$ cat src/rtl/alu_sequencer.sv
// Round-robin sequencer in front of a shared combinational 8-bit ALU.
// Arbitrates two requesters, iterates multi-bit shifts one bit per cycle, and returns tagged responses.
module alu_sequencer #(
    parameter int MAX_SHIFT = 8
) (
    input  logic       Clk,
    input  logic       Reset_n,
    input  logic       req0_valid,
    output logic       req0_ready,
    input  logic [2:0] req0_op,
    input  logic       req0_mode,
    input  logic [7:0] req0_a,
    input  logic [7:0] req0_b,
    input  logic [7:0] req0_num,
    input  logic       req1_valid,
    output logic       req1_ready,
    input  logic [2:0] req1_op,
    input  logic       req1_mode,
    input  logic [7:0] req1_a,
    input  logic [7:0] req1_b,
    input  logic [7:0] req1_num,
    output logic       alu_en,
    output logic [2:0] alu_op,
    output logic [7:0] alu_data_a,
    output logic [7:0] alu_data_b,
    output logic [7:0] alu_num,
    output logic [7:0] alu_put,
    output logic       alu_lsr,
    output logic       alu_cmp_imm,
    output logic [7:0] alu_load,
    input  logic [7:0] alu_rslt,
    input  logic       alu_grt,
    input  logic       alu_lss,
    input  logic       alu_eql,
    output logic       rsp_valid,
    input  logic       rsp_ready,
    output logic       rsp_id,
    output logic [7:0] rsp_rslt,
    output logic       flag_grt,
    output logic       flag_lss,
    output logic       flag_eql,
    output logic       busy
);

    localparam logic [1:0] ST_IDLE  = 2'd0;
    localparam logic [1:0] ST_EXEC  = 2'd1;
    localparam logic [1:0] ST_SHIFT = 2'd2;
    localparam logic [1:0] ST_RESP  = 2'd3;

    localparam logic [2:0] OP_SHIFT = 3'b100;
    localparam logic [2:0] OP_CMP   = 3'b101;
    localparam logic [2:0] OP_FLIP  = 3'b110;
    localparam logic [2:0] OP_RSVD  = 3'b111;

    localparam logic [7:0] MAX_SHIFT_U8 = 8'(MAX_SHIFT);

    logic [1:0] state_reg;
    logic       ptr_reg;
    logic [2:0] op_reg;
    logic       mode_reg;
    logic [7:0] a_reg;
    logic [7:0] b_reg;
    logic [7:0] num_reg;
    logic       id_reg;
    logic [7:0] cnt_reg;
    logic [7:0] acc_reg;
    logic [7:0] rslt_reg;
    logic       grt_reg;
    logic       lss_reg;
    logic       eql_reg;

    logic       grant0;
    logic       grant1;
    logic       accept;
    logic [2:0] sel_op;
    logic       sel_mode;
    logic [7:0] sel_a;
    logic [7:0] sel_b;
    logic [7:0] sel_num;

    // Ready is gated by reset so nothing looks accepted while the block is held in reset.
    always_comb begin
        grant0   = Reset_n && (state_reg == ST_IDLE) && req0_valid && (!req1_valid || !ptr_reg);
        grant1   = Reset_n && (state_reg == ST_IDLE) && req1_valid && (!req0_valid || ptr_reg);
        accept   = grant0 || grant1;
        sel_op   = grant1 ? req1_op   : req0_op;
        sel_mode = grant1 ? req1_mode : req0_mode;
        sel_a    = grant1 ? req1_a    : req0_a;
        sel_b    = grant1 ? req1_b    : req0_b;
        sel_num  = grant1 ? req1_num  : req0_num;
    end

    assign req0_ready = grant0;
    assign req1_ready = grant1;

    always_ff @(posedge Clk or negedge Reset_n) begin
        if (!Reset_n) begin
            state_reg <= ST_IDLE;
            ptr_reg   <= 1'b0;
            op_reg    <= '0;
            mode_reg  <= 1'b0;
            a_reg     <= '0;
            b_reg     <= '0;
            num_reg   <= '0;
            id_reg    <= 1'b0;
            cnt_reg   <= '0;
            acc_reg   <= '0;
            rslt_reg  <= '0;
            grt_reg   <= 1'b0;
            lss_reg   <= 1'b0;
            eql_reg   <= 1'b0;
        end else begin
            case (state_reg)
                ST_IDLE: begin
                    if (accept) begin
                        op_reg   <= sel_op;
                        mode_reg <= sel_mode;
                        a_reg    <= sel_a;
                        b_reg    <= sel_b;
                        num_reg  <= sel_num;
                        id_reg   <= grant1;
                        ptr_reg  <= !grant1;
                        // A zero-length shift is a plain pass-through through the ALU.
                        if (sel_op == OP_SHIFT && sel_b != 8'd0) begin
                            cnt_reg   <= (sel_b > MAX_SHIFT_U8) ? MAX_SHIFT_U8 : sel_b;
                            acc_reg   <= sel_a;
                            state_reg <= ST_SHIFT;
                        end else begin
                            state_reg <= ST_EXEC;
                        end
                    end
                end
                ST_EXEC: begin
                    rslt_reg <= (op_reg == OP_RSVD) ? 8'd0 : alu_rslt;
                    if (op_reg == OP_CMP) begin
                        grt_reg <= alu_grt;
                        lss_reg <= alu_lss;
                        eql_reg <= alu_eql;
                    end else if (op_reg == OP_FLIP) begin
                        grt_reg <= 1'b0;
                        lss_reg <= 1'b0;
                        eql_reg <= 1'b0;
                    end
                    state_reg <= ST_RESP;
                end
                ST_SHIFT: begin
                    acc_reg <= alu_rslt;
                    cnt_reg <= cnt_reg - 8'd1;
                    if (cnt_reg == 8'd1) begin
                        rslt_reg  <= alu_rslt;
                        state_reg <= ST_RESP;
                    end
                end
                default: begin
                    if (rsp_ready) begin
                        state_reg <= ST_IDLE;
                    end
                end
            endcase
        end
    end

    // Single-bit steps during SHIFT feed the accumulator back as operand A.
    always_comb begin
        alu_en      = 1'b0;
        alu_op      = '0;
        alu_data_a  = '0;
        alu_data_b  = '0;
        alu_num     = '0;
        alu_put     = '0;
        alu_lsr     = 1'b0;
        alu_cmp_imm = 1'b0;
        case (state_reg)
            ST_EXEC: begin
                alu_en      = 1'b1;
                alu_op      = op_reg;
                alu_data_a  = a_reg;
                alu_data_b  = b_reg;
                alu_num     = num_reg;
                alu_put     = num_reg;
                alu_lsr     = (op_reg == OP_SHIFT) && mode_reg;
                alu_cmp_imm = (op_reg == OP_CMP) && mode_reg;
            end
            ST_SHIFT: begin
                alu_en     = 1'b1;
                alu_op     = OP_SHIFT;
                alu_data_a = acc_reg;
                alu_data_b = 8'd1;
                alu_lsr    = mode_reg;
            end
            default: begin
            end
        endcase
    end

    assign alu_load  = '0;
    assign rsp_valid = (state_reg == ST_RESP);
    assign rsp_id    = id_reg;
    assign rsp_rslt  = rslt_reg;
    assign flag_grt  = grt_reg;
    assign flag_lss  = lss_reg;
    assign flag_eql  = eql_reg;
    assign busy      = (state_reg != ST_IDLE);

endmodule

$ cat config.mk
export PLATFORM = sky130hd
export DESIGN_NAME = alu_sequencer
export DESIGN_NICKNAME = d
export VERILOG_FILES = /design/src/rtl/alu_sequencer.sv
export SDC_FILE = /design/constraint.sdc
export NUM_CORES = 1
export LEC_CHECK = 0
export ABC_AREA = 1
export BUFFER_PORTS_ARGS = -buffer_cell sky130_fd_sc_hd__buf_4
export CAP_MARGIN = 30
export CORE_MARGIN = 3
export CORE_UTILIZATION = 50
export CTS_CLUSTER_DIAMETER = 150
export DETAILED_ROUTE_END_ITERATION = 8
export GPL_TIMING_DRIVEN = 1
export PLACE_DENSITY = 0.92
export SETUP_SLACK_MARGIN = 0.2
export SYNTH_ARGS = -nofsm -noshare
export SYNTH_HDL_FRONTEND = slang
export SYNTH_SLANG_ARGS = --single-unit
$ cat constraint.sdc
create_clock -name Clk -period 2.4 [get_ports Clk]
set_clock_uncertainty 0.15 [all_clocks]
set_input_delay 0.24 -clock Clk [delete_from_list [all_inputs] [get_ports Clk]]
set_output_delay 0.24 -clock Clk [all_outputs]
set_load 0.01 [all_outputs]
==> reports/summary.md, run 1 <==
The run finished with clean final reports. The floorplan step defined a die boundary enclosing 8150 µm². The die is 90.3 µm tall.

The final-stage net count was 706; the total global routing track utilization was 27.9%. The clock tree synthesis step divided the H-tree into 3 levels. The first TritonRoute pass finished after 5 iterations. Hold is met by 0.00421 ns. The largest fanout on the critical path was 8.

Setup repair after global routing could not meet its margin everywhere. The initial core utilization is 52.0%, and the relative slew slack is 45.2%. In this run the horizontal extent of the chip is 90.3 µm.

The tools report the startpoint kind of the worst setup timing path as a register. Leaving out fill and tap cells, the most frequent cell in the layout is sky130_fd_sc_hd__buf_4. STA puts the critical path data required time at 2.53 ns. The synthesized netlist occupies a cell area of 3550 µm². Cells with a size suffix above 1 make up 35.7% of the layout.

In this run, the number of DRC markers left after iteration 0 of detailed routing was 368. Counting flops with a built-in enable in the synthesized netlist gives 0. Based on the critical path, the design can be clocked at up to 425 MHz.

The register-to-register path setup slack is 0.04 ns, and the maximum number of pins on one net before global-route repair is 60. The logs give 0 for the diode insertion count for antenna repair and 18500 µm for the wire length of the first global-routing pass. Among the stages of the critical path, the cell type that occurs most often is sky130_fd_sc_hd__nand2_1. The total count of max-transition violations in the final report was 0; the delay of the slowest cell on the worst path was 0.42 ns. Placer's final routability congestion estimate: 0.863. The post-route minimum period is 2.36 ns, and the area share of the largest cell type after synthesis is 41.6%. The run gives 13200 µm as the aggregate routed wire length. For this run, design rule violations remaining after detail routing come to 0. Clock-pin slew was measured on the worst setup and hold paths at 0.07 ns. Input and output buffers added on the ports amount to 125. The logs give 3982 for the via count of the first global-routing pass and 0 for the number of warnings printed during yosys synthesis. Of the synthesized area, sequential elements account for 41.6%. The tools report the standard cell core area as 6830 µm². Dividing the synthesized area by the synthesized cell count gives 7.43 µm². Across the whole layout, storage elements account for 1480 µm². VDD sags by at most 796 µV. The netlist uses 34 different library cells. The top cell types in the final layout, fill and taps aside, are sky130_fd_sc_hd__buf_4, sky130_fd_sc_hd__nand2_1, sky130_fd_sc_hd__dfrtp_1, sky130_fd_sc_hd__inv_1, sky130_fd_sc_hd__o21ai_0.

The highest-delay cell along the critical path is sky130_fd_sc_hd__dfrtp_1. The count of antenna-violating nets left after detailed routing is 0, and the number of vias in the routed layout is 4113. The initial antenna violation count was 0; the final hold violation count was 0. The clock reaches the later pin of the worst-skew pair after 0.34 ns.

Summing all multi-input logic gate instances after layout gives 1870 µm². Counting every sink on the clock net gives 59. The total CTS buffers was 9. sky130_fd_sc_hd__dfrtp_1 takes more of the synthesized area than any other cell. The cell count after synthesis was 478; the power density relative to cell area was 1300 nW/µm².

For the final routed database, the setup TNS stands at 0 ns. The share of flip-flops with an asynchronous set or reset was 100%; the standby leakage power was 2.85 nW. Using the TritonRoute via totals, the vias-per-cell ratio works out to 5.64.

The worst path uses 98.1% of the clock period. For the max-cap violation count, the log shows 0. The layout has 420 filler cells. The area added between synthesis and finish is 49.0%, and the number of primary I/O pins is 134. Setup violations remaining at the end of the flow were counted as 0.

Power comes to 6.86 mW. At the pin with the least slew margin, the transition time is 0.812 ns. The worst setup path is of the register to register kind. The root buffer cell chosen for the clock tree is sky130_fd_sc_hd__clkbuf_8.

The post-synthesis register bit count is 59, and the sum of overflow across all layers after global routing is 0. For the arrival time of data at the critical path endpoint, the log shows 2.48 ns. The worst min-delay path class was input pin to register. The dominant register cell in the synthesized netlist is sky130_fd_sc_hd__dfrtp_1.

The average routed wire per standard cell came out at 18.1 µm. The largest buffer count on any clock path is 2. The number of rows created at floorplan came out at 30. Traced cell by cell, the critical path runs through inv_2 -> ha_4 -> nand2_4 -> nor2_8 -> buf_6 -> nand3b_1 -> nand2_2 -> nand2_1 -> nor2_1 -> nand2_2 -> nand2_4 -> nand2_8 -> nand2_8 -> nand2_1 -> nand2_1.

Kind of capture point of the worst setup path: a register. By area the synthesized netlist is led by sky130_fd_sc_hd__dfrtp_1, sky130_fd_sc_hd__nand2_1, sky130_fd_sc_hd__o21ai_0, sky130_fd_sc_hd__inv_1, sky130_fd_sc_hd__nand3_1. Largest delay contributor family on the critical path: simple AND/OR/NAND/NOR gates.

Counting both buffers and inverters, the worst setup path holds a total of 2. HPWL reported at the end of detailed placement: 7510 µm. TritonCTS built the clock tree.
-- power breakdown --
group	internal, mW	switching, mW	leakage [nW]
registers	1.47	0.350	0.734
logic	1.57	2.32	1.99
clock network	0.720	0.427	0.126
total	3.76	3.10	2.85
-- worst paths after layout --
kind                       cells after the start           end         start
setup / recovery                              15    cnt_reg[7]  state_reg[1]
hold / removal                                 3   rsp_rslt[2]   alu_rslt[2]
setup reg to reg                              15    cnt_reg[7]  state_reg[1]
hold reg to reg                                2      a_reg[6]      a_reg[6]
max in group asynchronous                      3   rsp_rslt[3]       Reset_n
min in group asynchronous                      3  state_reg[0]       Reset_n
-- per-stage QoR --
step / worst slack [ns] / util (%) / cells / area (µm²)
CTS: 0.202 / 74.3 / 722 / 5070
detailed placement: -0.0462 / 65.7 / 682 / 4490
finish: 0.0446 / 77.4 / 729 / 5290
floorplan: 0.166 / - / 485 / 3580
global placement: 0.0950 / 65.7 / 682 / 4490
global route: -0.0101 / 77.4 / 729 / 5290
-- cells in the mapped netlist, types with 2 or more instances --
master	count
sky130_fd_sc_hd__nor2_2	2
sky130_fd_sc_hd__buf_1	2
sky130_fd_sc_hd__buf_4	17
sky130_fd_sc_hd__o21ai_0	53
sky130_fd_sc_hd__nand2_4	4
sky130_fd_sc_hd__nor2_1	31
sky130_fd_sc_hd__nand2_2	4
sky130_fd_sc_hd__clkinv_1	2
sky130_fd_sc_hd__nand2_1	134
sky130_fd_sc_hd__nand3_1	36
sky130_fd_sc_hd__nand4_1	4
sky130_fd_sc_hd__buf_6	4
sky130_fd_sc_hd__mux2i_1	8
sky130_fd_sc_hd__clkbuf_1	10
sky130_fd_sc_hd__ha_1	6
sky130_fd_sc_hd__inv_1	59
sky130_fd_sc_hd__a21oi_1	13
sky130_fd_sc_hd__nor3_1	2
sky130_fd_sc_hd__nand3b_1	7
sky130_fd_sc_hd__a22o_1	8
sky130_fd_sc_hd__dfrtp_1	59
-- cells by family after synthesis --
family / share of synthesized area (%)
other cells: 0.106
simple gates: 28.6
fa+ha+maj: 2.11
compound gates: 12.3
mux: 2.26
flops: 41.6
buf+inv: 12.8
xor+xnor: 0.247
-- routing by layer --
layer | vias to the layer above | global-route usage, % | share of wire, % | routed length [µm]
met5 | - | 0 | 0 | 0
met1 | 1905 | 31.5 | 36 | 4710
met3 | 79 | 5.92 | 8.9 | 1170
met4 | 0 | 14.8 | 5.9 | 779
met2 | 326 | 49.3 | 49 | 6510
li1 | 1803 | - | - | -
-- worst register-to-register path, delay by kind of cell, from the launching register on --
family	cells	cell delay [ns]
fa+ha+maj	1	0.17
buf+inv	2	0.24
flops	1	0.42
simple gates	12	1.32
-- final cells by class --
| cell class | count | share of cell area (%) |
|---|---|---|
| multi-input combinational | 334 | 35.4 |
| clock buffer | 10 | 2.60 |
| clock inverter | 6 | 2.13 |
| timing repair buffer | 162 | 25.0 |
| sequential | 59 | 27.9 |
| tap | 96 | 2.27 |
| inverter | 62 | 4.66 |
-- timing repair --
action	4_1_cts	5_1_grt
gates cloned	4	1
gates resized for setup	29	45
hold endpoints to repair	11	0
hold buffers	11	0
buffers inserted	9	6
setup endpoints to repair	43	39
pin swaps	6	18
Power figures use the tool's default switching activity.
==> run 2, diff against run 1 <==
--- a/config.mk
+++ b/config.mk
@@ -8,6 +8,7 @@
 export ABC_AREA = 1
 export BUFFER_PORTS_ARGS = -buffer_cell sky130_fd_sc_hd__buf_4
 export CAP_MARGIN = 30
+export CORE_ASPECT_RATIO = 1.5
 export CORE_MARGIN = 3
 export CORE_UTILIZATION = 50
 export CTS_CLUSTER_DIAMETER = 150
==> run 2 against run 1 <==
Effect of this change: largest cell class unchanged; setup slack improved by 0.047 ns; flip-flop and latch count stayed put; the flow now finishes with violations (hold timing); highest routed layer unchanged; critical endpoint is now state_reg[1]; hold slack got worse by 0.015 ns; die area up 0.26%.
==> reports/summary.md, run 2 (synthesis gave the netlist of run 1 again) <==
After filler insertion, the fill cell instance count of the layout stands at 429. The tools report the arrival time of data at the critical path endpoint as 2.44 ns. VDD sags by at most 903 µV. The average via count per standard cell is 5.74. Count of buffering cells on the critical path with inverters included: 3.

The clock-pin slew on the worst setup and hold paths was 0.08 ns; the standby leakage power was 2.81 nW. The initial antenna violation count was 0; the count of input and output buffers was 125. In this run the vertical extent of the chip is 109 µm. The tools report the count of H-tree levels built during CTS as 3.

The longest clock path from root to sink contains 2 buffers. The tightest hold margin is -0.0110 ns. At the end of routability-driven placement, the weighted congestion stood at 0.825. Number of design-rule violations left by the first detailed-router iteration: 486. The worst setup path is captured at a register.

The initial core utilization is 51.5%. The post-route worst setup slack is 0.0914 ns, and the delay of the slowest cell on the worst path is 0.44 ns. The tools report the startpoint kind of the worst setup timing path as a register. The highest-delay cell along the critical path is sky130_fd_sc_hd__dfrtp_1. The largest fanout on the critical path was 8; the setup violation total in the final timing report was 0.

For the final hold violation count, the log shows 2. Walking the worst path, the cells encountered are inv_2 -> ha_4 -> nand2_4 -> nor2_8 -> nand2_8 -> inv_6 -> buf_4 -> nor2_2 -> nand2_1 -> o311ai_0 -> nor2_1 -> nand2_1 -> nand2_1. Leaving out fill and tap cells, the most frequent cell in the layout is sky130_fd_sc_hd__buf_4. The post-route fraction of the period consumed by the critical path is 96.2%. The fraction of layout instances using a drive strength above 1 came out at 32.4%. The number of placed instances, taps included, is 666. The total overflow left after global routing is 0. Dividing the detail-routed wire length by the instance count gives 17.1 µm. The total area inside the core boundary comes to 6900 µm². The critical path class was register to register. TritonCTS built the clock tree. Entering global routing, the biggest net connects 60 pins.

The count of antenna-violating nets left after detailed routing was 0; the worst-margin pin slew was 0.872 ns. The tree is rooted in a sky130_fd_sc_hd__clkbuf_8. The floorplan step defined a die boundary enclosing 8170 µm². The design draws 6.46 mW.

The clock period could shrink to 2.31 ns. Setup repair after global routing could not meet its margin everywhere. The clock drives 59 sinks.

The most frequent cell on the critical path is sky130_fd_sc_hd__nand2_1. At the end of the flow, the number of nets in the layout was 710. After detailed routing, the total wire length is 12200 µm.

The flow ran to the end, but the final reports show violations. The via count of the first global-routing pass is 3836, and the wire length of the first global-routing pass is 17200 µm. Max-cap violations in this run came to 0. For the total CTS buffers, the log shows 9. The top cell types in the final layout, fill and taps aside, are sky130_fd_sc_hd__buf_4, sky130_fd_sc_hd__nand2_1, sky130_fd_sc_hd__dfrtp_1, sky130_fd_sc_hd__inv_1, sky130_fd_sc_hd__o21ai_0. Power spread over the standard cell area amounts to 1260 nW/µm². The total count of max-transition violations in the final report was 0. The first detailed-routing pass ran for 5 iterations. Static timing analysis puts the maximum clock frequency at 433 MHz. In this run the tightest slew margin relative to its limit is 41.1%. Broken down by cell family, the worst path's largest delay share belongs to simple AND/OR/NAND/NOR gates.

The logs give 0 for the diode insertion count for antenna repair and 74.3% for the fraction of the core area covered by cells at the end of the flow. In the routed design, unresolved DRC markers number 0. The floorplan has 37 rows.

For the worst-skew pair, the clock arrives at the later sink with an insertion delay of 0.34 ns. In this run the worst hold path is classified as input pin to register. The final reports fail on hold timing.

Data on the critical path is required at its endpoint by 2.53 ns. After the flow finishes, the layout carries non-filler instances totaling 714. The area added between synthesis and finish works out to 44.3%. Detailed placement ended at an HPWL of 7640 µm. Prior to clock tree synthesis, the placed netlist has a worst setup slack of -0.0350 ns.

Across every metal layer, demand over resource in global routing totals 27.4%. Die width: 74.8 µm. 134 I/O pins were placed.

The final route contains 4101 vias.
## run 2: report_power, final
part | internal, mW | switching, mW | leakage [nW]
clock | 0.603 | 0.407 | 0.108
sequential | 1.47 | 0.335 | 0.734
combinational | 1.47 | 2.18 | 1.97
total | 3.54 | 2.92 | 2.81
## run 2: worst min-delay path, cell delays in order
cell and delay, ns:
sky130_fd_sc_hd__buf_4 0.07, sky130_fd_sc_hd__nand3_1 0.08, sky130_fd_sc_hd__nand2_1 0.06
## run 2: repair_timing
action                                 CTS  global route
buffers inserted                         1            12
resized for setup                       16            23
setup endpoints to repair               40            38
endpoints found under the hold margin   70             1
hold buffers                            12             1
gates cloned                             2             5
pin swaps                                2            12
## run 2: area by class of cell
cell class,instances,area [µm²],area share (%)
Multi-Input combinational cell,335,1790,34.9
Clock inverter,5,77.6,1.51
Tap cell,78,97.6,1.91
Sequential cell,59,1480,28.8
Clock buffer,10,138,2.69
Timing Repair inverter,2,15.0,0.293
Inverter,62,246,4.81
Timing Repair Buffer,163,1280,25.1
## run 2: final timing paths
path                         startpoint            to  slack (ns)  cells after the start
min in group asynchronous       Reset_n        rsp_id        0.49                      3
hold reg to reg              acc_reg[1]    acc_reg[1]        0.33                      2
hold / removal                  alu_eql      flag_eql       -0.01                      3
setup / recovery           state_reg[1]  state_reg[1]        0.09                     13
max in group asynchronous       Reset_n    num_reg[5]        1.09                      3
setup reg to reg           state_reg[1]  state_reg[1]        0.09                     13
## run 2: routing by layer
layer	up-vias	global-route usage (%)	part of all wire (%)
li1	1817	-	-
met1	1916	29.7	34
met2	287	48.2	53
met3	81	7.29	8.0
met4	0	13.5	5.3
met5	-	0	0
## run 2: per-stage QoR
| stage | hold slack (ns) | setup TNS (ns) | instance area (µm²) |
|---|---|---|---|
| after global placement | 0.306 | 0 | 4480 |
| after global routing | 0.0174 | 0 | 5120 |
| final | -0.0110 | 0 | 5120 |
| after floorplan | -0.206 | 0 | 3580 |
| after CTS | 0.0000464 | 0 | 4910 |
| after detailed placement | 0.311 | -0.315 | 4480 |
==> run 3, diff against run 2 <==
--- a/config.mk
+++ b/config.mk
@@ -14,6 +14,7 @@
 export CTS_CLUSTER_DIAMETER = 150
 export DETAILED_ROUTE_END_ITERATION = 8
 export GPL_TIMING_DRIVEN = 1
+export MAX_ROUTING_LAYER = met4
 export PLACE_DENSITY = 0.92
 export SETUP_SLACK_MARGIN = 0.2
 export SYNTH_ARGS = -nofsm -noshare
==> run 3 against run 2 <==
Effect of this change: the flow still finishes with violations (hold timing); combinational power about the same; clock power about the same; flip-flop and latch count unchanged; critical path depth unchanged; sequential power about the same; cell count increased by 0.14%; total power decreased by 0.24%; setup slack got worse by 0.037 ns; non-clock buffer count increased by 1; critical path type unchanged; largest cell class unchanged; highest routed layer unchanged.
==> reports/summary.md, run 3 (synthesis gave the netlist of run 1 again) <==
Data arrives at the worst endpoint at 2.48 ns. After floorplanning, the core was divided into 37 placement rows. The diode insertion count for antenna repair was 0; the count of H-tree levels built during CTS was 3.

The wire length of the first global-routing pass came out at 17200 µm. The count of cells along the worst hold path is 3. The count of input and output buffers came out at 125.

TritonCTS built the clock tree. The average routed wire per standard cell is 17.0 µm. The logs give 0 for the initial antenna violation count and 0.837 for the placer's final routability congestion estimate. The tools report the end of the worst hold path as flag_eql. The data required time at the worst endpoint was 2.53 ns. The logs give 6 for the total iterations of the first detailed-routing run and 0 for the sum of overflow across all layers after global routing. The worst path meets setup with 0.0540 ns of slack. Setup repair after global routing could not meet its margin everywhere. Across the run, the number of max-cap violations was 0.

For the post-placement setup slack, the log shows -0.0350 ns. From synthesis to final layout, the design area changed by 44.5%. The kind of capture point of the worst setup path was a register.

The tree is rooted in a sky130_fd_sc_hd__clkbuf_8. The die width is 74.8 µm, and the fraction of layout instances using a drive strength above 1 is 32.5%. For the number of sinks driven by the clock tree, the log shows 59. The total count of max-transition violations in the final report is 0, and the largest buffer count on any clock path is 2. The flow ran to the end, but the final reports show violations.

Count of antenna-violating nets left after detailed routing: 0. The endpoint identified for the worst register-to-register timing path is state_reg[1]. The setup check on the worst reg-to-reg path leaves a slack of 0.05 ns. The slowest stage of the critical path is the sky130_fd_sc_hd__dfrtp_1 cell. Headroom to the max-slew limit came out at 40.3%.

The maximum clock rate came out at 426 MHz. Entering global routing, the biggest net connects 60 pins. Setup violations remaining at the end of the flow were counted as 0. The number of clock buffers added by TritonCTS is 9. The standard cell core area is 6900 µm². The critical path goes through inv_2 -> ha_4 -> nand2_4 -> nor2_8 -> nand2_8 -> inv_6 -> buf_4 -> nor2_2 -> nand2_1 -> o311ai_0 -> nor2_1 -> nand2_1 -> nand2_1. The number of primary I/O pins came out at 134.

In the global route stage, overall resource usage came out at 28.2%. The tools report the number of DRC violations after detailed routing as 0. The final hold violation count was 1; the largest fanout on the critical path was 8. For this configuration, the core starts out at a cell density of 51.5%. The wire-length estimate of the detail-placed layout is 7640 µm. Measured in cells, the most critical reg-to-reg path has a length of 13. The worst hold path begins at alu_eql.

VDD sags by at most 899 µV. The standby leakage power was 2.82 nW; the post-route minimum period was 2.35 ns. The run gives 3822 as the via count of the first global-routing pass.

Once layout is complete, the utilization of the core stands at 74.4%. In the finished design, the share of the clock period the worst path needs comes to 97.7%. The checks that failed: hold timing. The aggregate routed wire length is 12200 µm, and the power density relative to cell area is 1260 nW/µm².

The clock reaches the later pin of the worst-skew pair after 0.34 ns. The worst min-delay path class is input pin to register. For the pin with the worst max-slew slack, the measured transition is 0.884 ns. Clock-pin slew was measured on the worst setup and hold paths at 0.07 ns.

In the layout the commonest cells are sky130_fd_sc_hd__buf_4, sky130_fd_sc_hd__nand2_1, sky130_fd_sc_hd__dfrtp_1, sky130_fd_sc_hd__inv_1, sky130_fd_sc_hd__o21ai_0. The worst register-to-register path begins at state_reg[1]. The delay of the slowest cell on the worst path was 0.44 ns. The floorplan step set the die height to 109 µm.

In the routed layout, each cell is associated on average with a via count of 5.79. Number of vias in the routed layout: 4140. The first routing iteration left 404 violations.

Leaving out fill and tap cells, the most frequent cell in the layout is sky130_fd_sc_hd__buf_4. The critical path is of the register to register type. For the tightest hold margin, the log shows -0.00443 ns. The tools report the final-stage net count as 711.

The tools report the startpoint kind of the worst setup timing path as a register. The floorplan step defined a die boundary enclosing 8170 µm². The design draws 6.45 mW.

Counting stages on the worst path, the most repeated cell is sky130_fd_sc_hd__nand2_1.
run 3: changes by cell type in the layout (fill, tap and decap cells not counted):
cell / delta
sky130_fd_sc_hd__buf_4: +1
run 3: what timing repair did:
action | CTS | global route
gates cloned | 2 | 5
buffers inserted | 1 | 13
gates resized for setup | 16 | 23
hold buffers | 12 | 1
endpoints found under the setup margin | 40 | 38
pin swaps | 2 | 12
hold endpoints to repair | 70 | 1
run 3: worst max-delay path by stage:
stage / slack (ns) / cells after the start / end / startpoint
after detailed placement: -0.03 / 15 / cnt_reg[2] / state_reg[0]
after global placement: 0.08 / 15 / cnt_reg[1] / state_reg[0]
final: 0.05 / 13 / state_reg[1] / state_reg[1]
after global routing: -0.04 / 13 / state_reg[1] / state_reg[1]
after floorplan: 0.17 / 17 / cnt_reg[3] / state_reg[0]
after CTS: 0.20 / 14 / cnt_reg[1] / state_reg[1]
run 3: final cells by class:
type | count | area [µm²]
Clock buffer | 10 | 138
Clock inverter | 5 | 77.6
Fill cell | 428 | 1770
Inverter | 62 | 246
Multi-Input combinational cell | 335 | 1790
Sequential cell | 59 | 1480
Tap cell | 78 | 97.6
Timing Repair Buffer | 164 | 1290
Timing Repair inverter | 2 | 15.0
run 3: through the flow:
step | TNS [ns] | area [µm²] | instances | hold slack (ns)
final | 0 | 5130 | 715 | -0.00443
after global routing | -0.0515 | 5130 | 715 | 0.0234
after floorplan | 0 | 3580 | 485 | -0.206
after CTS | 0 | 4910 | 696 | 0.0000464
after detailed placement | -0.315 | 4480 | 666 | 0.311
after global placement | 0 | 4480 | 666 | 0.306
run 3: per-layer routing:
layer  global-route usage, %  share of wire (%)  up-vias
met1                    30.4                 33     1952
li1                        -                  -     1819
met2                    48.4                 53      302
met3                    6.27                9.3       67
met5                       -                  0        -
met4                    13.0                4.8        0
run 3: critical path: cells and delay by family (launching register included):
kind / cells / cell delay [ns]
adder cells (fa/ha/maj): 1 / 0.15
flip-flops: 1 / 0.44
buffers and inverters: 3 / 0.30
AND/OR/NAND/NOR: 8 / 0.92
AO/OA/AOI/OAI: 1 / 0.29
run 3: where the power goes:
group	internal (mW)	switching [mW]	total [mW]
clock network	0.603	0.401	1.00
registers	1.47	0.327	1.80
logic	1.47	2.18	3.65
total	3.54	2.91	6.45
